==> config.mk <==
export PLATFORM = sky130hd
export DESIGN_NAME = uart_byte_rx
export DESIGN_NICKNAME = d
export VERILOG_FILES = /design/src/rtl/trax_uart_pkg.sv /design/src/rtl/sync2.sv /design/src/rtl/uart_byte_rx.sv
export SDC_FILE = /design/constraint.sdc
export NUM_CORES = 1
export LEC_CHECK = 0
export CORE_ASPECT_RATIO = 0.6
export CORE_MARGIN = 5
export CORE_UTILIZATION = 60
export CTS_CLUSTER_DIAMETER = 200
export DETAILED_ROUTE_END_ITERATION = 10
export PLACE_DENSITY = 0.8
export SETUP_SLACK_MARGIN = 0.2
export SLEW_MARGIN = 10
export SYNTH_ARGS = -nofsm -noshare
export SYNTH_HDL_FRONTEND = slang
export SYNTH_HIERARCHICAL = 1
export SYNTH_SLANG_ARGS = --single-unit
==> constraint.sdc <==
create_clock -name clk -period 2.8 [get_ports clk]
set_input_delay 0.7 -clock clk [delete_from_list [all_inputs] [get_ports clk]]
set_output_delay 0.7 -clock clk [all_outputs]
set_load 0.1 [all_outputs]
==> src/rtl/trax_uart_pkg.sv <==
// Shared definitions for the Trax order-path serial front end:
// receiver state encoding, default bit timing and ASCII symbols.
package trax_uart_pkg;

  // Default bit period: 50 MHz system clock at 115200 baud
  localparam int CLKS_PER_BIT_DEF = 434;

  // Receiver FSM states
  typedef enum logic [2:0] {
    ST_IDLE      = 3'd0,
    ST_START     = 3'd1,
    ST_DATA      = 3'd2,
    ST_STOP      = 3'd3,
    ST_WAIT_IDLE = 3'd4
  } rx_state_t;

  // ASCII symbols exchanged on the order path
  localparam logic [7:0] ASCII_DASH   = 8'd45;  // '-'
  localparam logic [7:0] ASCII_W      = 8'd87;  // 'W'
  localparam logic [7:0] ASCII_B      = 8'd66;  // 'B'
  localparam logic [7:0] ASCII_LF     = 8'd10;  // line feed
  localparam logic [7:0] ASCII_PLUS   = 8'd43;  // '+'
  localparam logic [7:0] ASCII_SLASH  = 8'd47;  // '/'
  localparam logic [7:0] ASCII_BSLASH = 8'd92;  // '\'

  // Shift one received bit into the MSB of an LSB-first shift register
  function automatic logic [7:0] shift_in_lsb_first(input logic [7:0] sh,
                                                    input logic       bit_in);
    return {bit_in, sh[7:1]};
  endfunction

endpackage

==> src/rtl/sync2.sv <==
// Two-flop bit synchronizer for an asynchronous input. Both flops
// reset to RST_VAL so the output shows a chosen quiet level while
// reset is held.
module sync2 #(
  parameter logic RST_VAL = 1'b1
) (
  input  logic i_clk,
  input  logic i_rst_n,
  input  logic i_d,
  output logic o_q
);

  logic r_meta;
  logic r_sync;

  // Two back-to-back flops to settle metastability on i_d
  always_ff @(posedge i_clk or negedge i_rst_n) begin
    if (!i_rst_n) begin
      r_meta <= RST_VAL;
      r_sync <= RST_VAL;
    end else begin
      r_meta <= i_d;
      r_sync <= r_meta;
    end
  end

  assign o_q = r_sync;

endmodule

==> src/rtl/uart_byte_rx.sv <==
// 8N1 UART byte receiver. Each framed byte is delivered on outData with
// a one-cycle dataReady strobe; a low stop bit raises a one-cycle
// frameErr instead and parks the receiver until the line goes idle.
module uart_byte_rx
  import trax_uart_pkg::*;
#(
  parameter int CLKS_PER_BIT = CLKS_PER_BIT_DEF
) (
  input  logic       clk,
  input  logic       reset,
  input  logic       rx,
  output logic [7:0] outData,
  output logic       dataReady,
  output logic       frameErr,
  output logic       busy
);

  localparam int              CNT_W  = $clog2(CLKS_PER_BIT);
  localparam logic [CNT_W-1:0] L_FULL = CNT_W'(CLKS_PER_BIT - 1);
  localparam logic [CNT_W-1:0] L_HALF = CNT_W'(CLKS_PER_BIT / 2 - 1);

  logic             w_rx_s;
  rx_state_t        r_state;
  logic [CNT_W-1:0] r_cnt;
  logic [2:0]       r_bit_idx;
  logic [7:0]       r_shift;

  sync2 #(
    .RST_VAL (1'b1)
  ) u_sync2 (
    .i_clk   (clk),
    .i_rst_n (reset),
    .i_d     (rx),
    .o_q     (w_rx_s)
  );

  // Receiver FSM: start validation at mid start bit, mid-bit data sampling,
  // stop-bit check, and registered strobes/busy
  always_ff @(posedge clk or negedge reset) begin
    if (!reset) begin
      r_state   <= ST_IDLE;
      r_cnt     <= '0;
      r_bit_idx <= 3'd0;
      r_shift   <= 8'd0;
      outData   <= 8'd0;
      dataReady <= 1'b0;
      frameErr  <= 1'b0;
      busy      <= 1'b0;
    end else begin
      dataReady <= 1'b0;
      frameErr  <= 1'b0;
      unique case (r_state)
        ST_IDLE: begin
          r_cnt <= '0;
          if (w_rx_s == 1'b0) begin
            r_state <= ST_START;
            busy    <= 1'b1;
          end else begin
            busy    <= 1'b0;
          end
        end

        ST_START: begin
          if (r_cnt == L_HALF) begin
            r_cnt <= '0;
            if (w_rx_s == 1'b0) begin
              r_state   <= ST_DATA;
              r_bit_idx <= 3'd0;
            end else begin
              // Start bit vanished before mid-bit: treat as a line glitch
              r_state <= ST_IDLE;
              busy    <= 1'b0;
            end
          end else begin
            r_cnt <= r_cnt + CNT_W'(1);
          end
        end

        ST_DATA: begin
          if (r_cnt == L_FULL) begin
            r_cnt   <= '0;
            r_shift <= shift_in_lsb_first(r_shift, w_rx_s);
            if (r_bit_idx == 3'd7) begin
              r_state <= ST_STOP;
            end else begin
              r_bit_idx <= r_bit_idx + 3'd1;
            end
          end else begin
            r_cnt <= r_cnt + CNT_W'(1);
          end
        end

        ST_STOP: begin
          if (r_cnt == L_FULL) begin
            r_cnt <= '0;
            if (w_rx_s == 1'b1) begin
              // Leave at mid stop bit so a following start edge is not missed
              outData   <= r_shift;
              dataReady <= 1'b1;
              r_state   <= ST_IDLE;
              busy      <= 1'b0;
            end else begin
              frameErr <= 1'b1;
              r_state  <= ST_WAIT_IDLE;
            end
          end else begin
            r_cnt <= r_cnt + CNT_W'(1);
          end
        end

        ST_WAIT_IDLE: begin
          // A held-low line (break) must not look like a stream of new frames
          r_cnt <= '0;
          if (w_rx_s == 1'b1) begin
            r_state <= ST_IDLE;
            busy    <= 1'b0;
          end else begin
            r_state <= ST_WAIT_IDLE;
          end
        end

        default: begin
          r_state <= ST_IDLE;
          r_cnt   <= '0;
          busy    <= 1'b0;
        end
      endcase
    end
  end

endmodule
## Yosys cells after proc, flatten, opt, wreduce, memory -nomap -nowiden

Cells that the tools add are included.

| storage, ports and cells | value |
|---|---|
| input bits | 3 |
| output and inout port bits | 11 |
| logic and storage cells | 61 |
| register bits | 36 |

| operators by class | value |
|---|---|
| equal/unequal tests | 14 |
| multiplexer cells | 26 |
| reduce and logical (&&, ||, !) cells | 8 |
| add/subtract/negate cells | 2 |
| bitwise operators | 1 |

Operators by type and width:

| kind | number |
|---|---|
| two-way mux 3 bit | 10 |
| two-way mux 9 bit | 2 |
| one-hot mux 9 bit (2 select lines) | 1 |
| one-hot mux 3 bit (5 select lines) | 1 |
| inequality test 2 bit (second input constant) | 7 |
| AND reduction 5 bit | 2 |
| adder 9 x 1 -> 9 bit (second input constant) | 1 |
| equality test 9 x 8 -> 1 bit (second input constant) | 1 |
| equality test 9 bit (second input constant) | 1 |
| two-way mux 1 bit | 9 |
| equality test 3 x 2 -> 1 bit (second input constant) | 2 |
| equality test 3 bit (second input constant) | 2 |
| one-hot mux 3 bit (2 select lines) | 1 |
| AND reduction 3 bit | 2 |
| one-hot mux 1 bit (5 select lines) | 1 |
| adder 3 x 1 -> 3 bit (second input constant) | 1 |
| equality test 3 x 1 -> 1 bit (second input constant) | 1 |
| zero test 3 bit | 1 |
| two-way mux 2 bit | 1 |
| AND reduction 2 bit | 1 |
| nonzero test 2 bit | 1 |
| OR reduction 2 bit | 1 |
| inverter 1 bit | 1 |

## Depth between registers and ports, before layout

| depth | value |
|---|---|
| depth after elaboration | 4 |
| gate-level depth with buffers | 8 |
| gate-level depth less buffers | 6 |

## Hierarchy

Netlist, hierarchy kept.

Modules (own cells, without submodules):

| module | instances | area each (µm²) | cells each | sequential area each (µm²) |
|---|---|---|---|---|
| uart_byte_rx | 1 | 1,565.3 | 128 | 850.8 |
| sync2 | 1 | 52.6 | 2 | 52.6 |

## Worst setup path before layout

No wires, ideal clock.

| path | value |
|---|---|
| path type | reg-to-reg |
| from | reg r_cnt[1] |
| to | reg outData[0] |
| data arrival time | 1.544 ns |
| data required time | 2.675 ns |
| library setup time | 0.125 ns |
| path buffers | 1 |
| cell stages (with the launch flop) | 8 |
| period minus slack after synthesis | 1.670 ns |
| slack | 1.130 ns |
| cell sequence | dfrtp_1 > inv_1 > ha_1 > nand4b_1 > nor4_2 > and4_1 > buf_4 > mux2_2 |

| on the way | value |
|---|---|
| longest elaborated chain between the ends | 2 |

Ends and longest elaborated chain:

| item | line | text |
|---|---|---|
| from (decl) | uart_byte_rx.sv:24 | `logic [CNT_W-1:0] r_cnt;` |
| from (signal assigned) | uart_byte_rx.sv:75 | `r_cnt <= r_cnt + CNT_W'(1);` |
| from (signal assigned) | uart_byte_rx.sv:89 | `r_cnt <= r_cnt + CNT_W'(1);` |
| from (signal assigned) | uart_byte_rx.sv:107 | `r_cnt <= r_cnt + CNT_W'(1);` |
| equality test 9 bit | uart_byte_rx.sv:94 | `if (r_cnt == L_FULL) begin` |
| AND reduction 3 bit (no line) | -- |  |
| to (signal assigned) | uart_byte_rx.sv:98 | `outData <= r_shift;` |
| to (decl) | uart_byte_rx.sv:12 | `output logic [7:0] outData,` |

Every way passes these cells.
A chain may end at the register's enable or synchronous reset.

## Final worst setup path

Same ends and word-level chain as after synthesis.

==> results.py <==
metrics = {
    "clocking": {
        "max-clock-path-buffers": 2,
        "postCtsResizedCells": 0,
        "cts.root.buffer_cell": "clkbuf_8",
        "cts.reportedPaths.clkPinSlew_ps": 70,
        "clk_latency_ps": 280,
        "cts-buffers-inserted": 5,
        "postCtsHoldBufs": 0,
        "tritoncts": "built",
        "tritoncts_num_sinks": 36,
        "h-tree-depth": 2,
        "setup_fix_buffers_added_after_clock_tree_synthesis": 0,
    },
    "critical_path": {
        "timing.setup.critical_path_class": "reg2reg",
        "worstPathMaxFanout": 11,
        "critPathRequiredTime_ps": 2970,
        "crit_path_cell_trace": "inv_1 > ha_1 > nand4b_1 > nor4_2 > buf_4 > and4_1 > mux2_2",
        "r2r_cells": 7,
        "regToRegEndpoint": "outData[0]",
        "cp_num_cells": 7,
        "launching_instance_or_port_of_the_critical_path": "r_cnt[1]",
        "setup.worst_path.end_class": "flip-flop",
        "critPathCapture": "outData[0]",
        "start_kind": "flip-flop",
        "worstReg2RegStart": "r_cnt[1]",
        "worstPathArrival_ps": 2340,
        "critical_path.slowest_cell": "and4_1",
        "critical-path-top-delay-family": "simple AND/OR/NAND/NOR gates",
        "critPathMaxStageDelay_ps": 490,
        "setup.reg_to_reg.worst_slack_ps": 630,
        "worst_path_buf_inv": 2,
    },
    "finish": {
        "area_taken_by_flip_flops_and_latches_um2": 903,
        "num_antenna_cells": 0,
        "synthToLayoutAreaGrowth_pct": 15.5,
        "multi_input_comb_area_um2": 669,
        "final_design_area_no_fill_um2": 1870,
        "layout.nets": 154,
        "fillCellCount": 169,
        "final_layout_size_suffix_gt1_share_pct": 29.3,
    },
    "timing": {
        "rsz_0062_raised_after_global_routing": "false",
        "final_hold_viol_count": 0,
        "skew_ps": 6.20,
        "worst_hold_slack_ps": 357,
        "min_period_over_period_pct": 77.7,
        "final-setup-viol-count": 0,
        "slew_violations": 0,
        "max_slew_margin_pct": 71.4,
        "final.min_clock_period_ps": 2170,
        "worst_slew_pin_slew_ps": 429,
        "tns_ps": 0,
        "fmax_ghz": 0.460,
    },
    "power": {
        "sw_frac_of_total_pct": 18.4,
        "total_power_mw": 1.03,
        "internal_power_uw": 841,
        "combPwrFrac_pct": 1.5,
        "power.sequential.fraction_pct": 50.9,
        "max-vdd-ir-drop_mv": 0.486,
        "netSwitchingPower_uw": 190,
        "leakagePower_nw": 0.901,
        "power_density_nw_per_um2": 552,
        "power_frac_clock_pct": 47.6,
    },
    "grt": {
        "grt_first_pass_wirelength_um": 4710,
        "sum_of_overflow_across_all_layers_after_global_routing": 0,
        "grtUsageTotal_pct": 15.5,
        "antenna_found_initial": 0,
        "grt_pass1_vias": 1023,
        "grt_start_max_net_pins": 37,
    },
    "placed_design": {
        "placement.cell_area_um2": 1740,
        "routabilityCongestion": 0.816,
        "place_hpwl_um": 1900,
        "number_of_port_buffers": 13,
    },
    "routing": {
        "route.detailed.drc": 0,
        "detail_route.wirelength_um": 2670,
        "route.antenna.remaining_nets": 0,
        "via_count": 1033,
        "detailedRoute.firstIterationViolations": 85,
        "route.detailed.wl_per_inst_um": 14.9,
        "vias_per_cell": 5.77,
        "drt-pass1-iter-count": 4,
    },
    "synth": {
        "ys.flop_type": "dfrtp_1",
        "area_leader_netlist": "dfrtp_1",
        "netlist_area_um2": 1620,
        "sequential_share_of_the_synthesized_area_pct": 55.8,
        "synthesis.area_per_instance_um2": 12.4,
        "synthArstFlopShare_pct": 100,
        "post_synth_edffs": 0,
        "yosys_register_bits": 36,
        "synth.distinct_cells": 37,
        "syn-num-nets": 138,
        "synth_top_cells_by_area": "dfrtp_1 53%, mux2_2 12%, ha_1 3.9%",
        "yosys_warnings": 6,
        "post_synth_inst_count": 130,
        "synth_top_area_share_pct": 52.6,
    },
    "hold_path": {
        "hold_crit_path_type": "reg2reg",
        "holdCritStartpoint": "u_sync2/r_meta",
    },
    "flow_run": {
        "max-cap-violations": 0,
    },
    "floorplan": {
        "effective_utilization_at_floorplan_pct": 63.7,
        "core_um2": 2540,
        "floorplan.die.height_um": 50.2,
        "fp.dieArea_um2": 3870,
        "die_w_um": 77.0,
        "top_level_ports": 14,
        "floorplan.rows": 14,
    },
    "outcome": {
        "outcome": "completed",
    },
}
-- synth_stat cells (all sizes together) (2+ instances only) --
cell	instances
a21oi	3
a22o	2
and4	2
buf	5
dfrtp	34
dfstp	2
ha	5
inv	3
mux2	17
nand2	6
nand2b	3
nand3	3
nand4	3
nand4b	2
nor2	12
nor2b	2
nor3b	2
nor4	2
o221ai	3
xor2	6
-- layout by cell type (no fill, tap or decap) --
cell             netlist  final
a21oi_1                3      3
a22o_1                 2      2
a2bb2oi_1              1      1
a311oi_1               1      1
a31oi_1                1      1
and2_1                 1      1
and3_1                 1      1
and4_1                 2      2
buf_4                  2     13
bufinv_16              0      1
clkbuf_8               0      7
clkdlybuf4s50_1        0      2
dfrtp_1               34     34
dfstp_2                2      2
ha_1                   5      5
inv_1                  3      3
mux2_2                17     17
nand2_1                5      5
nand2_4                1      1
nand2b_1               3      3
nand3_1                3      3
nand4_1                3      3
nand4b_1               2      2
nand4bb_1              1      1
nor2_1                12     12
nor2b_1                2      2
nor3_1                 1      1
nor3b_1                2      2
nor4_1                 1      1
nor4_2                 1      1
o21a_1                 1      1
o21ai_1                1      1
o221ai_1               2      2
o221ai_2               1      1
o2bb2ai_1              1      1
or3_1                  1      1
xnor2_1                1      1
xor2_1                 6      6
-- sequential cells by signal, indices dropped and copies added, names as in the netlist --
name	cells
outData	8
busy	1
u_sync2/r_meta	1
u_sync2/o_q	1
r_state	3
frameErr	1
r_cnt	9
r_bit_idx	3
r_shift	8
dataReady	1
-- per-layer routing --
metal	global-route usage, %	share of wire (%)	vias up
met4	5.14	1.3	0
met5	0	0	-
met3	6.07	5.0	7
met1	22.0	50	517
li1	-	-	495
met2	21.7	43	14
-- cell families (layout without fill, tap and decap cells) --
family / after synthesis / in the layout / share of synthesized area [%]
xor+xnor: 7 / 7 / 3.79
simple gates: 42 / 42 / 15.1
mux: 17 / 17 / 11.8
fa+ha+maj: 5 / 5 / 3.87
flops: 36 / 36 / 55.8
buf+inv: 9 / 26 / 2.78
compound gates: 14 / 14 / 6.81
-- area by class of cell --
cell class	count	area share, %
Sequential cell	36	48.4
Multi-Input combinational cell	85	35.8
Timing Repair Buffer	15	6.30
Clock buffer	7	5.16
Tap cell	32	2.14
Clock inverter	1	1.61
Inverter	3	0.603
-- per-stage QoR --
stage          worst slack [ps]  util (%)  std cells
6_report                    625      73.5        179
3_5_place_dp                635      68.6        171
3_3_place_gp                759      68.6        171
5_1_grt                     451      73.5        179
4_1_cts                     615      73.5        179
2_1_floorplan              1130         -        130
-- worst min-delay path by stage --
stage                     slack [ps]          end  depth (start not counted)
after global routing             360  u_sync2/o_q                          0
after global placement           350  u_sync2/o_q                          0
after floorplan                  350  u_sync2/o_q                          0
after CTS                        360  u_sync2/o_q                          0
after detailed placement         350  u_sync2/o_q                          0
final                            360  u_sync2/o_q                          0
-- power by group through the flow --
stage / clock network, mW / logic, mW / registers [mW]
final: 0.491 / 0.0157 / 0.525
after CTS: 0.500 / 0.0167 / 0.524
after global routing: 0.530 / 0.0189 / 0.524
after global placement: 0 / 0.0161 / 0.534
after detailed placement: 0 / 0.0166 / 0.534
after floorplan: 0 / 0.00248 / 0.534
(Power assumes the default switching activity.)
